### config.mk
export PLATFORM = sky130hd
export DESIGN_NAME = ex_muldiv_unit
export DESIGN_NICKNAME = d
export VERILOG_FILES = /design/src/rtl/ex_muldiv_unit.sv
export SDC_FILE = /design/constraint.sdc
export NUM_CORES = 1
export LEC_CHECK = 0
export CAP_MARGIN = 10
export CORE_ASPECT_RATIO = 0.5
export CORE_MARGIN = 2
export CORE_UTILIZATION = 25
export CTS_CLUSTER_DIAMETER = 120
export DETAILED_ROUTE_END_ITERATION = 6
export DONT_BUFFER_PORTS = 1
export MAX_ROUTING_LAYER = met4
export PLACE_DENSITY = 0.49
export SYNTH_ARGS = -nofsm -noshare
export SYNTH_HDL_FRONTEND = slang
export SYNTH_SLANG_ARGS = --single-unit
### constraint.sdc
create_clock -name clk -period 6.05 [get_ports clk]
set_input_delay 0.3025 -clock clk [delete_from_list [all_inputs] [get_ports clk]]
set_output_delay 0.3025 -clock clk [all_outputs]
set_load 0.01 [all_outputs]
### src/rtl/ex_muldiv_unit.sv
// Iterative multiply/divide unit for the EX stage: one shift-add or restoring
// shift-subtract step per cycle, stalling the pipeline and writing HI/LO.
module ex_muldiv_unit #(
   parameter int unsigned WIDTH = 32
) (
   input  logic             clk,
   input  logic             rst_b,
   input  logic             start,
   input  logic             is_nop,
   input  logic [1:0]       op,
   input  logic [WIDTH-1:0] rs_data,
   input  logic [WIDTH-1:0] rt_data,
   output logic             stall,
   output logic             done,
   output logic [WIDTH-1:0] hi,
   output logic [WIDTH-1:0] lo,
   output logic             div_by_zero
);

   localparam int unsigned CW = $clog2(WIDTH) + 1;
   localparam int unsigned AW = 2 * WIDTH;

   typedef enum logic [1:0] {S_IDLE, S_ITER, S_FIX} state_e;

   state_e           state_q, state_d;
   logic [CW-1:0]    cnt_q, cnt_d;
   logic             is_div_q, is_div_d;
   logic [WIDTH-1:0] opb_q, opb_d;
   logic [AW-1:0]    acc_q, acc_d;
   logic             qneg_q, qneg_d;
   logic             rneg_q, rneg_d;
   logic             dz_q, dz_d;
   logic [WIDTH-1:0] hi_q, hi_d;
   logic [WIDTH-1:0] lo_q, lo_d;

   logic [WIDTH-1:0] abs_rs, abs_rt;
   logic [WIDTH-1:0] acc_hi, acc_lo;
   logic [WIDTH:0]   mul_sum;
   logic [WIDTH:0]   rem_sh;
   logic [WIDTH-1:0] rem_sub;
   logic [AW-1:0]    prod_neg;

   always_ff @(posedge clk) begin
      if (rst_b) begin
         state_q  <= S_IDLE;
         cnt_q    <= '0;
         is_div_q <= 1'b0;
         opb_q    <= '0;
         acc_q    <= '0;
         qneg_q   <= 1'b0;
         rneg_q   <= 1'b0;
         dz_q     <= 1'b0;
         hi_q     <= '0;
         lo_q     <= '0;
      end else begin
         state_q  <= state_d;
         cnt_q    <= cnt_d;
         is_div_q <= is_div_d;
         opb_q    <= opb_d;
         acc_q    <= acc_d;
         qneg_q   <= qneg_d;
         rneg_q   <= rneg_d;
         dz_q     <= dz_d;
         hi_q     <= hi_d;
         lo_q     <= lo_d;
      end
   end

   always_comb begin
      state_d     = state_q;
      cnt_d       = cnt_q;
      is_div_d    = is_div_q;
      opb_d       = opb_q;
      acc_d       = acc_q;
      qneg_d      = qneg_q;
      rneg_d      = rneg_q;
      dz_d        = dz_q;
      hi_d        = hi_q;
      lo_d        = lo_q;
      stall       = 1'b0;
      done        = 1'b0;
      div_by_zero = 1'b0;

      abs_rs   = (op[0] && rs_data[WIDTH-1]) ? -rs_data : rs_data;
      abs_rt   = (op[0] && rt_data[WIDTH-1]) ? -rt_data : rt_data;
      acc_hi   = acc_q[AW-1:WIDTH];
      acc_lo   = acc_q[WIDTH-1:0];
      mul_sum  = {1'b0, acc_hi} + (acc_q[0] ? {1'b0, opb_q} : {(WIDTH+1){1'b0}});
      rem_sh   = {acc_hi, acc_q[WIDTH-1]};
      // Only used when rem_sh >= divisor, so the result always fits in WIDTH bits.
      rem_sub  = rem_sh[WIDTH-1:0] - opb_q;
      prod_neg = -acc_q;

      case (state_q)
         S_IDLE: begin
            if (start && !is_nop) begin
               stall    = 1'b1;
               is_div_d = op[1];
               opb_d    = abs_rt;
               acc_d    = {{WIDTH{1'b0}}, abs_rs};
               qneg_d   = op[0] & (rs_data[WIDTH-1] ^ rt_data[WIDTH-1]);
               rneg_d   = op[0] & rs_data[WIDTH-1];
               dz_d     = (rt_data == '0);
               cnt_d    = '0;
               state_d  = S_ITER;
            end
         end
         S_ITER: begin
            stall = 1'b1;
            cnt_d = cnt_q + CW'(1);
            if (is_div_q) begin
               if (rem_sh >= {1'b0, opb_q}) acc_d = {rem_sub, acc_q[WIDTH-2:0], 1'b1};
               else                         acc_d = {rem_sh[WIDTH-1:0], acc_q[WIDTH-2:0], 1'b0};
            end else begin
               acc_d = {mul_sum, acc_q[WIDTH-1:1]};
            end
            if (cnt_q == CW'(WIDTH - 1)) state_d = S_FIX;
         end
         S_FIX: begin
            // Same instruction still in EX here, so start is deliberately not examined.
            done        = 1'b1;
            div_by_zero = is_div_q & dz_q;
            if (is_div_q) begin
               hi_d = rneg_q ? -acc_hi : acc_hi;
               lo_d = dz_q ? {WIDTH{1'b1}} : (qneg_q ? -acc_lo : acc_lo);
            end else begin
               {hi_d, lo_d} = qneg_q ? prod_neg : acc_q;
            end
            state_d = S_IDLE;
         end
         default: state_d = S_IDLE;
      endcase
   end

   assign hi = hi_q;
   assign lo = lo_q;

endmodule

[Word-level counts from Yosys, hierarchy flattened]
Index checks and enable logic that the tools add are counted.
Widths: inputs -> output; s select.
Storage, ports and cells
  register bits after elaboration: 172
  output and inout bits: 67
  memories kept: 0
  memory bits (writable): 0
  memory bits (read-only): 0
  latch bits: 0
  logic and storage cells: 60
  input bits: 70
Cells by class
  bitwise operators: 4
  reduce and logical (&&, ||, !) cells: 10
  shift-type cells: 0
  muxes and demuxes: 22
  eq/ne operators: 5
  magnitude comparators: 1
  $mul: 0
  $add $sub $neg: 8
  divide/modulo/power cells: 0
Operator list (count)
  $mux 32: 8
  $mux 64: 4
  $neg 32->32: 4
  $pmux 64 s2: 1
  $neg 64->64: 1
  $add 32x32->33: 1
  $ge 33x32->1: 1
  $logic_not 32->1: 1
  $sub 32x32->32: 1
  $pmux 6 s2: 1
  $add 6x1->6 const B: 1
  $eq 6x5->1 const B: 1
  $mux 6: 1
  $reduce_and 2->1: 3
  $mux 2: 2
  $ne 2x2->1 const B: 2
  $pmux 2 s2: 1
  $and 1x1->1: 3
  $logic_and 1x1->1: 3
  $mux 1: 3
  $eq 2x1->1 const B: 1
  $eq 2x2->1 const B: 1
  $logic_not 2->1: 1
  $pmux 1 s2: 1
  3 further kinds: 3

[Logic depth before layout (Yosys ltp)]
  depth after elaboration: 4
  mapped depth: 14
  depth with buffers taken out: 13

[Worst setup path before layout]
No wires, ideal clock.
  path kind: register to register
  start point: register acc_q[0]
  end point: register acc_q[59]
  cell stages (with the launch flop): 13
  clock period less this slack: 3.194 ns
  library setup time: 0.122 ns
  data arrival time: 3.072 ns
  slack: 2.856 ns
  buffers on the path: 1
  required time: 5.928 ns
  cell sequence: dfxtp_1 -> inv_1 -> buf_1 -> nor2_1 -> ha_1 -> and3_1 -> nand2_1 -> or3_1 -> o41a_1 -> o31ai_1 -> a21oi_1 -> xnor2_1 -> a221o_1
Between the ends
  longest elaborated chain between the ends: 4
RTL lines
  start: declaration: RTL line 29  | logic [AW-1:0] acc_q, acc_d;
  start signal: assignment: RTL line 49  | acc_q <= '0;
  start signal: assignment: RTL line 60  | acc_q <= acc_d;
  $mux 32: RTL line 88  | mul_sum = {1'b0, acc_hi} + (acc_q[0] ? {1'b0, opb_q} : {(WIDTH+1){1'b0}});
  $add 32x32->33: RTL line 88
  $mux 64: RTL line 111  | if (is_div_q) begin
  $pmux 64 s2: RTL line 94  | case (state_q)
Every way passes these cells.
A chain may end at the register's enable or synchronous reset.

[Final worst setup path]
  start point: register acc_q[0]
  end point: register acc_q[61]
Same word-level chain as after synthesis.

==> impl_metrics.env <==
export IMPL_grt_overflow=0
export IMPL_outcome="finished clean"
export IMPL_fmax_ghz=0.230
export IMPL_num_io_pins=137
export IMPL_drt_iter0_drc=902
export IMPL_synth_area_per_cell_um2=7.56
export IMPL_htree_levels=4
export IMPL_p_comb_share_pct=20.7
export IMPL_critPathKind="flip-flop to flip-flop"
export IMPL_antenna_left=0
export IMPL_worst_setup_path_start_kind="flip-flop"
export IMPL_maxSlewHeadroom_pct=26.6
export IMPL_syn_num_nets=1911
export IMPL_post_cts_resized=0
export IMPL_tns_ns=0
export IMPL_power_leakage_nw=5.24
export IMPL_yosysWarnings=0
export IMPL_p_per_area_nw_per_um2=208
export IMPL_vias=12800
export IMPL_yosysUniqueCellTypes=72
export IMPL_clkTransAtPathRegs_ns=0.08
export IMPL_seqCellArea_um2=3440
export IMPL_grt_pass1_vias=12000
export IMPL_cts_tree="done"
export IMPL_place_hpwl_mm=35.5
export IMPL_pre_cts_ws_ns=1.79
export IMPL_layout_common_cells="nor2_1 (207), dfxtp_1 (171), a21oi_1 (153)"
export IMPL_drc=0
export IMPL_worst_slack_ns=1.70
export IMPL_insertion_delay_ns=0.46
export IMPL_power_frac_seq_pct=40.3
export IMPL_synthSimpleGateAreaFrac_pct=20.0
export IMPL_fp_dieH_um=168
export IMPL_area_delta_synth_final_pct=9.61
export IMPL_num_rows=59
export IMPL_syn_cell_area_um2=13400
export IMPL_synth_top_family_by_area="compound AO/OA/AOI/OAI gates"
export IMPL_initial_utilization_pct=25.5
export IMPL_finalNetCount=1834
export IMPL_r2r_start="acc_q[0]"
export IMPL_crit_path_max_fanout=23
export IMPL_synth_edf_count=0
export IMPL_ys_top_cells_by_area="dfxtp_1 (26%), ha_1 (6.5%), a211oi_1 (6.3%)"
export IMPL_grt_max_degree=133
export IMPL_n_fill_cell=5776
export IMPL_irDropWorstVdd_mv=0.177
export IMPL_synth_adder_area_share_pct=6.75
export IMPL_finalWirelength_mm=47.2
export IMPL_finClkSkew_ns=0.0149
export IMPL_cp_end_kind="flip-flop"
export IMPL_synthMuxAreaShare_pct=4.39
export IMPL_grt_pass1_wl_mm=73.6
export IMPL_grt_setup_unrepaired="no"
export IMPL_synth_compound_area_share_pct=27.3
export IMPL_hold_start="rt_data[24]"
export IMPL_seq_area_frac_synth_pct=25.7
export IMPL_crit_start="acc_q[0]"
export IMPL_cts_setup_buffers=0
export IMPL_cts_sinks=172
export IMPL_pwr_share_clk_pct=39.1
export IMPL_hold_class="input pin to flip-flop"
export IMPL_synth_seq_cells=172
export IMPL_intPower_mw=1.98
export IMPL_synth_xor_area_share_pct=10.5
export IMPL_swShare_pct=35.2
export IMPL_dieArea_um2=55500
export IMPL_tightest_slew_ns=1.09
export IMPL_period_share_pct=71.9
export IMPL_synth_top_area_share_pct=25.7
export IMPL_max_cap_violations=0
export IMPL_holdBufCountCts=7
export IMPL_syn_inst=1770
export IMPL_finalHoldViolCount=0
export IMPL_setup_viol=0
export IMPL_wl_per_cell_um=19.6
export IMPL_core_area_um2=52400
export IMPL_final_max_slew_viol_count=0
export IMPL_numCtsBuffers=17
export IMPL_synth_largest_area_cell="dfxtp_1"
export IMPL_worstPathArrival_ns=4.70
export IMPL_firstDrtPassIters=5
export IMPL_antenna_found_initial=0
export IMPL_drive_gt1_share_pct=4.87
export IMPL_grt_usage_pct=17.4
export IMPL_cts_max_path_buffers=2
export IMPL_routabilityCongestion=0.923
export IMPL_fp_dieW_um=331
export IMPL_diodes=0
export IMPL_io_buffers=0
export IMPL_multi_input_area_um2=9240
export IMPL_layout_commonest_cell="nor2_1"
export IMPL_async_flop_share_pct=0
export IMPL_switchingPower_mw=1.07
export IMPL_period_needed_ns=4.35
export IMPL_cts_root_buffer="clkbuf_16"
export IMPL_viasPerCell=5.30
export IMPL_crit_required_ns=6.40
export IMPL_ys_flop_type="dfxtp_1"
==> state kept, by name (all words and copies together) (netlist names) <==
register,count
is_div_q,1
lo,32
acc_q,64
cnt_q,6
rneg_q,1
hi,32
qneg_q,1
state_q,2
dz_q,1
opb_q,32
==> synthesized netlist by cell type, types with 6 or more instances <==
cell       number
nor2b_1         9
a21oi_1       154
a2111oi_0       6
a31oi_1         9
o221ai_1       10
xnor2_1        87
a21o_1         23
mux2i_1        53
o31ai_1        26
or4_1          14
nor4_1         14
nand3_1        27
a211oi_1      113
nand4_1        17
xor2_1         73
a311oi_1       11
nor3_1         37
buf_2           7
and2_1          7
o41ai_1         9
nand2_1       143
dfxtp_1       172
o211ai_1       14
o21bai_1        9
or2_2           8
a22oi_1        22
o21ai_0       109
o21a_1         10
nor2_1        208
or3_1          30
inv_1          70
ha_1           69
buf_1           6
clkbuf_1      102
nand2b_1       15
==> final cells by class <==
class	instances	share of cell area [%]
sequential	172	23.5
clock buffer	17	2.90
tap	701	5.98
timing repair buffer	21	1.31
multi-input combinational	1410	63.1
clock inverter	15	1.43
inverter	71	1.82
==> power groups by stage <==
stage / combinational, mW / sequential, mW / clock (mW)
3_5_place_dp: 0.605 / 1.25 / 0
6_report: 0.630 / 1.23 / 1.19
4_1_cts: 0.629 / 1.23 / 1.22
2_1_floorplan: 0.481 / 1.22 / 0
3_3_place_gp: 0.608 / 1.25 / 0
5_1_grt: 0.697 / 1.24 / 1.27
==> worst max-delay path: stages, from the launching register on <==
cell	delay (ns)
dfxtp_1	0.36
inv_1	0.73
nor2_1	0.14
ha_1	0.40
nor2b_1	0.20
o211ai_1	0.15
a31oi_1	0.33
o21ai_0	0.18
o31ai_1	0.45
a31oi_1	0.36
or4b_2	0.70
a31oi_1	0.18
nor2_1	0.06
==> worst paths after layout <==
path | endpoint | slack [ns] | depth (start not counted)
max | acc_q[61] | 1.70 | 12
min | opb_q[24] | 0.03 | 2
max reg2reg | acc_q[61] | 1.70 | 12
min reg2reg | state_q[1] | 0.48 | 1
==> logic make-up (layout without fill, tap and decap cells) <==
logic type | after synthesis | after routing
xor+xnor | 160 | 160
flops | 172 | 172
fa+ha+maj | 71 | 71
simple gates | 561 | 561
compound gates | 560 | 560
buf+inv | 188 | 124
mux | 58 | 58
==> routing by layer <==
| metal | share of wire (%) | vias to the layer above | GRT usage, % |
|---|---|---|---|
| li1 | - | 6320 | - |
| met1 | 47 | 6059 | 23.3 |
| met2 | 44 | 312 | 26.3 |
| met3 | 5.1 | 70 | 2.62 |
| met4 | 3.6 | 0 | 6.54 |
| met5 | 0 | - | - |
==> stage by stage <==
step | util (%) | area, um2 | instances | hold WS [ns] | power [mW]
floorplan | - | 13400 | 1770 | 0.430 | 1.70
global placement | 26.6 | 13900 | 2368 | 0.409 | 1.86
detailed placement | 26.6 | 13900 | 2368 | 0.410 | 1.86
CTS | 28.0 | 14700 | 2407 | 0.00444 | 3.08
global route | 28.0 | 14700 | 2407 | 0.0188 | 3.20
finish | 28.0 | 14700 | 2407 | 0.0279 | 3.05
Note: power is estimated with default switching activity, not from simulation.
